<file path="src/rtl/mcdf_pkg.sv">
// -----------------------------------------------------------------------------
// mcdf_pkg
// Shared definitions for the MCDF datapath: formatter FSM state encoding,
// the "no slave granted" arbiter ID and the packet-length decode.
// The arbiter imports the same ID_NONE constant so both ends agree on it.
// -----------------------------------------------------------------------------
package mcdf_pkg;

    typedef enum logic [2:0] {
        ST_IDLE     = 3'd0,
        ST_ID_REQ   = 3'd1,
        ST_ID_LATCH = 3'd2,
        ST_FILL     = 3'd3,
        ST_REQ      = 3'd4,
        ST_SEND     = 3'd5
    } fmt_state_e;

    localparam logic [1:0] ID_NONE     = 2'd3;
    localparam int         MAX_PKG_LEN = 32;

    // Packet length code to length in words; codes above 3 saturate at 32.
    function automatic logic [5:0] pkglen_decode(input logic [2:0] sel);
        logic [5:0] len;
        case (sel)
            3'd0:    len = 6'd4;
            3'd1:    len = 6'd8;
            3'd2:    len = 6'd16;
            3'd3:    len = 6'd32;
            default: len = 6'd32;
        endcase
        return len;
    endfunction

endpackage

</file>
<file path="src/rtl/fmt_pkt_buf.sv">
// -----------------------------------------------------------------------------
// fmt_pkt_buf
// Packet buffer for the formatter: BUF_DEPTH x DATA_W register array with one
// synchronous write port and one combinational read port. The formatter owns
// the pointers; contents are cleared on reset so no stale data survives.
// Ports:
//   clk_i, rst_i      clock, asynchronous active-high reset
//   we_i, waddr_i     write enable / write address
//   wdata_i           write data
//   raddr_i           read address
//   rdata_o           read data (combinational)
// -----------------------------------------------------------------------------
module fmt_pkt_buf #(
    parameter int DATA_W    = 32,
    parameter int BUF_DEPTH = 32,
    parameter int AW        = $clog2(BUF_DEPTH)
) (
    input  logic              clk_i,
    input  logic              rst_i,
    input  logic              we_i,
    input  logic [AW-1:0]     waddr_i,
    input  logic [DATA_W-1:0] wdata_i,
    input  logic [AW-1:0]     raddr_i,
    output logic [DATA_W-1:0] rdata_o
);

    logic [DATA_W-1:0] mem_q [BUF_DEPTH];

    // Storage array: cleared on reset, one word written per enabled cycle.
    always_ff @(posedge clk_i or posedge rst_i) begin
        if (rst_i) begin
            for (int i = 0; i < BUF_DEPTH; i++) begin
                mem_q[i] <= '0;
            end
        end else if (we_i) begin
            mem_q[waddr_i] <= wdata_i;
        end
    end

    // Combinational read port.
    always_comb begin
        rdata_o = mem_q[raddr_i];
    end

endmodule

</file>
<file path="src/rtl/formatter.sv">
// -----------------------------------------------------------------------------
// formatter
// Consumer end of the MCDF arbiter interface. Requests a channel ID from the
// arbiter, pulls one packet of words from the granted slave via val/ack into
// a local buffer, then requests the downstream bus and streams the packet with
// start/end framing, channel ID and length.
// Ports:
//   clk_i, rst_i                 clock, asynchronous active-high reset
//   a2f_val_i, a2f_id_i,
//   a2f_data_i, a2f_pkglen_sel_i arbiter side: word valid, grant ID, data, length code
//   f2a_id_req_o, f2a_ack_o      arbiter side: re-arbitrate pulse, word accept
//   fmt_grant_i, fmt_req_o       downstream bus request / grant
//   fmt_chid_o, fmt_length_o     packet channel ID and length, valid REQ..SEND
//   fmt_data_o, fmt_start_o,
//   fmt_end_o                    packet stream, valid in SEND only
//   fmt_idle_o                   FSM is in IDLE
// -----------------------------------------------------------------------------
module formatter
    import mcdf_pkg::*;
#(
    parameter int DATA_W    = 32,
    parameter int BUF_DEPTH = 32
) (
    input  logic              clk_i,
    input  logic              rst_i,
    input  logic              a2f_val_i,
    input  logic [1:0]        a2f_id_i,
    input  logic [DATA_W-1:0] a2f_data_i,
    input  logic [2:0]        a2f_pkglen_sel_i,
    output logic              f2a_id_req_o,
    output logic              f2a_ack_o,
    input  logic              fmt_grant_i,
    output logic              fmt_req_o,
    output logic [1:0]        fmt_chid_o,
    output logic [5:0]        fmt_length_o,
    output logic [DATA_W-1:0] fmt_data_o,
    output logic              fmt_start_o,
    output logic              fmt_end_o,
    output logic              fmt_idle_o
);

    localparam int AW = $clog2(BUF_DEPTH);

    fmt_state_e        state_q, state_d;
    logic [1:0]        chid_q, chid_d;
    logic [5:0]        len_q, len_d;
    logic [5:0]        wr_cnt_q, wr_cnt_d;
    logic [5:0]        rd_ptr_q, rd_ptr_d;

    logic              buf_we_s;
    logic [DATA_W-1:0] buf_rdata_s;
    logic              id_req_s;
    logic              ack_s;
    logic              req_s;
    logic              send_s;
    logic              start_s;
    logic              end_s;
    logic              idle_s;

    fmt_pkt_buf #(
        .DATA_W    (DATA_W),
        .BUF_DEPTH (BUF_DEPTH),
        .AW        (AW)
    ) u_buf (
        .clk_i   (clk_i),
        .rst_i   (rst_i),
        .we_i    (buf_we_s),
        .waddr_i (AW'(wr_cnt_q)),
        .wdata_i (a2f_data_i),
        .raddr_i (AW'(rd_ptr_q)),
        .rdata_o (buf_rdata_s)
    );

    // State, latched packet attributes and buffer pointers.
    always_ff @(posedge clk_i or posedge rst_i) begin
        if (rst_i) begin
            state_q  <= ST_IDLE;
            chid_q   <= 2'd0;
            len_q    <= 6'd0;
            wr_cnt_q <= 6'd0;
            rd_ptr_q <= 6'd0;
        end else begin
            state_q  <= state_d;
            chid_q   <= chid_d;
            len_q    <= len_d;
            wr_cnt_q <= wr_cnt_d;
            rd_ptr_q <= rd_ptr_d;
        end
    end

    // Next-state logic and per-state output decode.
    always_comb begin
        state_d  = state_q;
        chid_d   = chid_q;
        len_d    = len_q;
        wr_cnt_d = wr_cnt_q;
        rd_ptr_d = rd_ptr_q;
        buf_we_s = 1'b0;
        id_req_s = 1'b0;
        ack_s    = 1'b0;
        req_s    = 1'b0;
        send_s   = 1'b0;
        start_s  = 1'b0;
        end_s    = 1'b0;
        idle_s   = 1'b0;

        case (state_q)
            ST_IDLE: begin
                idle_s  = 1'b1;
                state_d = ST_ID_REQ;
            end
            ST_ID_REQ: begin
                id_req_s = 1'b1;
                state_d  = ST_ID_LATCH;
            end
            ST_ID_LATCH: begin
                // Arbiter result is stable now; capture it for the whole packet.
                chid_d   = a2f_id_i;
                len_d    = pkglen_decode(a2f_pkglen_sel_i);
                wr_cnt_d = 6'd0;
                rd_ptr_d = 6'd0;
                if (a2f_id_i == ID_NONE) begin
                    state_d = ST_IDLE;
                end else begin
                    state_d = ST_FILL;
                end
            end
            ST_FILL: begin
                // Ack follows val but is gated once the packet is full.
                if (a2f_val_i && (wr_cnt_q < len_q)) begin
                    ack_s    = 1'b1;
                    buf_we_s = 1'b1;
                    wr_cnt_d = wr_cnt_q + 6'd1;
                    if (wr_cnt_q == (len_q - 6'd1)) begin
                        state_d = ST_REQ;
                    end else begin
                        state_d = ST_FILL;
                    end
                end else begin
                    state_d = ST_FILL;
                end
            end
            ST_REQ: begin
                req_s = 1'b1;
                if (fmt_grant_i) begin
                    state_d = ST_SEND;
                end else begin
                    state_d = ST_REQ;
                end
            end
            ST_SEND: begin
                send_s   = 1'b1;
                start_s  = (rd_ptr_q == 6'd0);
                end_s    = (rd_ptr_q == (len_q - 6'd1));
                rd_ptr_d = rd_ptr_q + 6'd1;
                if (end_s) begin
                    state_d = ST_IDLE;
                end else begin
                    state_d = ST_SEND;
                end
            end
            default: begin
                state_d = ST_IDLE;
            end
        endcase
    end

    // Output drive: attributes visible REQ..SEND, stream visible in SEND only.
    always_comb begin
        f2a_id_req_o = id_req_s;
        f2a_ack_o    = ack_s;
        fmt_req_o    = req_s;
        fmt_idle_o   = idle_s;
        fmt_start_o  = start_s;
        fmt_end_o    = end_s;
        if (req_s || send_s) begin
            fmt_chid_o   = chid_q;
            fmt_length_o = len_q;
        end else begin
            fmt_chid_o   = 2'd0;
            fmt_length_o = 6'd0;
        end
        if (send_s) begin
            fmt_data_o = buf_rdata_s;
        end else begin
            fmt_data_o = '0;
        end
    end

endmodule

</file>
<file path="config.mk">
export PLATFORM = sky130hd
export DESIGN_NAME = formatter
export DESIGN_NICKNAME = d
export VERILOG_FILES = /design/src/rtl/mcdf_pkg.sv /design/src/rtl/fmt_pkt_buf.sv /design/src/rtl/formatter.sv
export SDC_FILE = /design/constraint.sdc
export NUM_CORES = 2
export LEC_CHECK = 0
export BUFFER_PORTS_ARGS = -buffer_cell sky130_fd_sc_hd__buf_4
export CORE_MARGIN = 2
export CORE_UTILIZATION = 59
export CTS_BUF_LIST = sky130_fd_sc_hd__clkbuf_8
export DETAILED_ROUTE_END_ITERATION = 7
export PLACE_DENSITY_LB_ADDON = 0.25
export SLEW_MARGIN = 20
export SYNTH_ARGS = -nofsm -noshare
export SYNTH_HDL_FRONTEND = slang
export SYNTH_SLANG_ARGS = --single-unit
</file>
<file path="constraint.sdc">
create_clock -name clk_i -period 35.1 [get_ports clk_i]
set_input_delay 5.265 -clock clk_i [delete_from_list [all_inputs] [get_ports clk_i]]
set_output_delay 5.265 -clock clk_i [all_outputs]
set_load 0.01 [all_outputs]
</file>
After elaboration in Yosys (flattened, before gate mapping)
Cells that the tools add are included.
{ "op_classes": {"n_addsub": 3, "n_lt_le_gt_ge": 4, "n_eq_ne": 11, "muxes": 27, "n_bitwise": 2, "n_reduce_logical": 9} }
{ "ops": {"columns": ["op", "count"], "rows": [
  ["bitwise mux 1024 bit", 1],
  ["binary-select mux 32 bit (select 5 bit)", 1],
  ["demux 32 bit (select 5 bit)", 1],
  ["2-to-1 mux 32 bit", 4],
  ["one-hot mux 6 bit (2 select lines)", 2],
  ["one-hot mux 3 bit (6 select lines)", 1],
  ["one-hot mux 6 bit (3 select lines)", 1],
  ["adder 6 x 1 -> 6 bit (second input constant)", 2],
  ["== test 6 bit", 2],
  [">= comparator 6 bit (second input constant)", 2],
  ["2-to-1 mux 6 bit", 2],
  ["NOT 5 -> 6 bit", 2],
  ["== test 3 x 2 -> 1 bit (second input constant)", 3],
  ["2-to-1 mux 1 bit", 9],
  ["2-to-1 mux 3 bit", 3],
  ["== test 3 x 1 -> 1 bit (second input constant)", 2],
  ["== test 3 bit (second input constant)", 2],
  ["zero test 3 bit", 2],
  ["zero test 6 bit", 1],
  ["< comparator 6 x 1 -> 1 bit (second input constant)", 1],
  ["< comparator 6 bit", 1],
  ["subtractor 6 x 1 -> 6 bit (second input constant)", 1],
  ["2-to-1 mux 2 bit", 2],
  ["nonzero test 2 bit", 2],
  ["5 further kinds", 6]
]} }
{ "totals": {"register_bits": 1047, "input_bits": 41, "output_inout_bits": 46, "wordCells": 93} }

Depth between registers and ports, before layout
{ "depth": {"ltp_word": 6, "depth_mapped": 10} }

By module
Synthesis repeated with hierarchy kept, for this count alone.
{ "unflattened": {"hier_cells": 3635, "hier_area_um2": 49102.1} }
{ "by_module_without_submodules": {"columns": ["module", "n_inst", "cells_each", "area_each_um2"], "rows": [
  ["fmt_pkt_buf", 1, 3448, 47489.3],
  ["formatter", 1, 187, 1612.8]
]} }

Worst setup path after synthesis
OpenSTA, ideal clock, no wires.
{ "synth_timing": {"path_type": "input to output", "from": "in a2f_val_i", "to": "out f2a_ack_o", "arrival_time_ps": 6047, "setup_slack_ps": 23788, "path_stages": 4, "path_buffers": 1, "path_cell_list": "nor2b_1 -> and2_1 -> and2_1 -> clkbuf_1"} }
{ "synth_via": {"elab_chain_len": 3} }
{ "synth_rtl": {"columns": ["item", "line_no", "text"], "rows": [
  ["from (decl)", "formatter.sv:26", "input logic a2f_val_i,"],
  ["logical AND 1 bit", "formatter.sv:130", "if (a2f_val_i && (wr_cnt_q < len_q)) begin"],
  ["2-to-1 mux 1 bit", "formatter.sv:130", null],
  ["2-to-1 mux 1 bit", "formatter.sv:107", "case (state_q)"],
  ["to (decl)", "formatter.sv:31", "output logic f2a_ack_o,"]
]} }
Every way passes these cells.

Final worst setup path
Ends and elaborated chain as after synthesis.

==> flow_summary_export.csv <==
group,metric,value,unit
status,status,"complete, no violations",
setup_path,worstReg2RegStart,"wr_cnt_q[3]",
floorplan,die_width,289.2,um
setup_path,start_kind,"input port",
timing,setup_viol,0,
floorplan,core_area,80550,um^2
power_and_ir_drop,pwr-share-clk,0.384,
cts,clk_latency,0.83,ns
synthesis,avgSynthCellArea,14.86,um^2
cts,clkTransAtPathRegs,0.06,ns
grt,grt_overflow,0,
synthesis,synth_warnings,0,
power_and_ir_drop,p_int,2.010,mW
timing,finalHoldViolCount,0,
final_layout,syn_to_final_growth,9.485,%
routing,viasPerCell,6.486,
floorplan,die_area,83660,um^2
setup_path,worstReg2RegEnd,"u_buf.mem_q[243]",
final_layout,final_cells,4423,
synthesis,synthCells,3231,
timing,slew_headroom,0.2216,
cts,cts_tree,"built",
synthesis,ys_seq_area_frac,0.5448,
min_path,holdPathEnd,"chid_q[1]",
cts,htreeDepth,4,
place,place_inst,4119,
grt,grt_pass1_wl,189600,um
timing,maxSlewViolCount,0,
cts,cts_hold_buf,0,
synthesis,synth_top_area_cell,"dfrtp_1",
place,dpl.hpwl,66890,um
cts,cts_root_buf,"clkbuf_8",
timing,worst_pin_slew,1.166,ns
floorplan,ios,87,
setup_path,path_max_fanout,6,
routing,ant_nets,0,
floorplan,dieHeight,289.2,um
min_path,hold_path.class,"flop to flop",
power_and_ir_drop,power_frac_comb,0.112,
setup_path,critPathArrivalTime,6.32,ns
power_and_ir_drop,leakage,25.11,nW
routing,vias,28690,
timing,rsz0062_at_grt,"no",
cts,cts_made_buffers,170,
grt,grt_usage,0.3059,
final_layout,drive_above_1_share,0.4813,
grt,grt_pass1_vias,30690,
setup_path,rrSetupSlack,31.07,ns
power_and_ir_drop,power.switching,0.7030,mW
grt,antenna_found_initial,4,
timing,clock.fmax,86.31,MHz
min_path,hp-start,"chid_q[1]",
routing,dr.pass1.iters,5,
cts,cts_setup_buffers,0,
power_and_ir_drop,power_frac_seq,0.504,
cts,cts_sinks,1045,
power_and_ir_drop,p_sw_frac,0.2591,
timing,clock_skew,0.03973,ns
timing,finalCriticalPeriod,11.59,ns
timing,setup_tns,0,ns
cts,cts_resized,0,
setup_path,critical_path_class,"input port to output port",
routing,drt-total-wl,124700,um
setup_path,endpoint_kind,"output port",
power_and_ir_drop,ir_drop,26.06,uV
flow_run,maxCapViolCount,0,
synthesis,yosys-top-cells-area,"dfrtp_1, mux2_2, mux4_2, mux2i_1, a22oi_1",
final_layout,nets,3284,
routing,wl_per_cell,28.19,um
routing,drtIter0Drc,2306,
floorplan,initial_core_util,0.5960,
floorplan,rows,104,
place,gp_congestion,0.7935,
setup_path,required,29.83,ns
synthesis,ys_ff_latch,1045,
routing,drc,0,
cts,clock_path_buffers,3,
power_and_ir_drop,p_per_area,51.63,nW/um^2
place,post-place-ws,23.55,ns
synthesis,synth_top_area_share,0.5448,
min_path,min_path_cells,2,
timing,fin_ws,23.51,ns
setup_path,r2r_cells,7,
place,portBuffers,84,
synthesis,syn-cell-area,48000,um^2
timing,fin_crit_sh,0.3301,
grt,grt_max_degree,188,
synthesis,synth_cell_types,51,
final_layout,nFillCells,5633,
-- per-stage QoR --
step	hold slack (ns)	power, mW	util	area [um^2]
4_1_cts	0.4742	2.728	0.6520	52520
2_1_floorplan	0.4374	1.610	-	48010
3_5_place_dp	0.4582	1.690	0.6099	49120
6_report	0.4865	2.713	0.6525	52560
5_1_grt	0.5114	2.825	0.6525	52560
3_3_place_gp	0.4496	1.662	0.6099	49120
-- sequential cells by signal (all words and copies together), names as in the netlist --
register and flops:
len_q 4, chid_q 2, rd_ptr_q 6, u_buf.mem_q 1024, wr_cnt_q 6, state_q 3
-- power groups by stage --
stage	Sequential (mW)	Clock [mW]	Combinational, mW
floorplan	1.37	0	0.240
global placement	1.37	0	0.287
detailed placement	1.39	0	0.303
CTS	1.37	1.06	0.304
global route	1.38	1.12	0.331
finish	1.37	1.04	0.303
-- cells in the final DEF, fill, tap and decap left out, drive strengths merged, types with 2 or more instances in the layout --
| master | n |
|---|---|
| buf | 143 |
| mux4 | 172 |
| a22o | 55 |
| clkbuf | 209 |
| clkinv | 19 |
| nand3b | 4 |
| nand3 | 10 |
| a21oi | 14 |
| nor3b | 6 |
| xor2 | 4 |
| a221oi | 11 |
| xnor3 | 2 |
| xnor2 | 5 |
| o31ai | 2 |
| mux2 | 1024 |
| inv | 80 |
| nor2b | 7 |
| a22oi | 105 |
| conb | 2 |
| clkinvlp | 6 |
| and3 | 4 |
| o21ai | 41 |
| ha | 11 |
| nand2 | 115 |
| nor3 | 12 |
| nor2 | 32 |
| and2 | 9 |
| or2 | 2 |
| nand4 | 29 |
| dfrtp | 1045 |
| mux2i | 171 |
-- worst max path at each step --
stage / from / endpoint / slack, ns / depth (start not counted)
final: a2f_val_i / f2a_ack_o / 23.51 / 5
after global routing: a2f_val_i / f2a_ack_o / 23.43 / 5
after CTS: a2f_val_i / f2a_ack_o / 23.54 / 5
after detailed placement: a2f_val_i / f2a_ack_o / 23.55 / 5
after global placement: a2f_val_i / f2a_ack_o / 23.60 / 5
after floorplan: rst_i / chid_q[0] / 0.42 / 1
-- cell usage after synthesis, drive strengths merged --
cell,n
o2bb2ai,1
ha,11
mux2i,171
or4b,1
nor2,32
nand2b,1
nand3b,4
o21ai,41
dfrtp,1045
nand4,29
or2,2
and2,9
nor3,12
o31ai,2
nand2,115
a221oi,11
xnor2,5
nor4,1
buf,151
nor3b,6
a22o,55
nor4b,1
mux4,172
o211ai,1
inv,13
and3,4
o21a,1
a22oi,105
xnor3,2
nor2b,7
and3b,1
mux2,1024
a21oi,14
nand4b,1
clkbuf,164
a211oi,1
conb,1
xor2,4
nand3,10
-- metal layers --
layer  share of wire  global-route usage  vias to the layer above  wire length [um]
met1            0.43              0.4254                    15560             53360
met3           0.061             0.06260                      236              7605
met5        0.000096                   0                        -                12
met4           0.029              0.1028                        2              3674
li1                -                   -                    11900                 -
met2            0.48              0.4863                      992             60040
-- logic make-up after synthesis --
kind of cell	share of synthesized area
multiplexers	0.3566
buffers and inverters	0.03308
AND/OR/NAND/NOR	0.02463
XOR/XNOR	0.002580
other	0.00007812
flip-flops	0.5448
adder cells (fa/ha/maj)	0.002867
AO/OA/AOI/OAI	0.03545
-- critical path: stages --
cell and delay, ns:
buf_4 0.08, nor2b_1 0.34, and2_1 0.22, and2_1 0.25, buf_4 0.16
-- area by class of cell --
cell class	instances	area [um^2]	area share
Antenna cell	1	2.502	0.00004761
Clock buffer	209	2877	0.05473
Sequential cell	1045	26160	0.4977
Multi-Input combinational cell	1859	20470	0.3894
Tap cell	1060	1326	0.02524
Timing Repair Buffer	143	1151	0.02190
Clock inverter	93	518.0	0.009856
Inverter	13	56.30	0.001071
(Power assumes the default switching activity.)
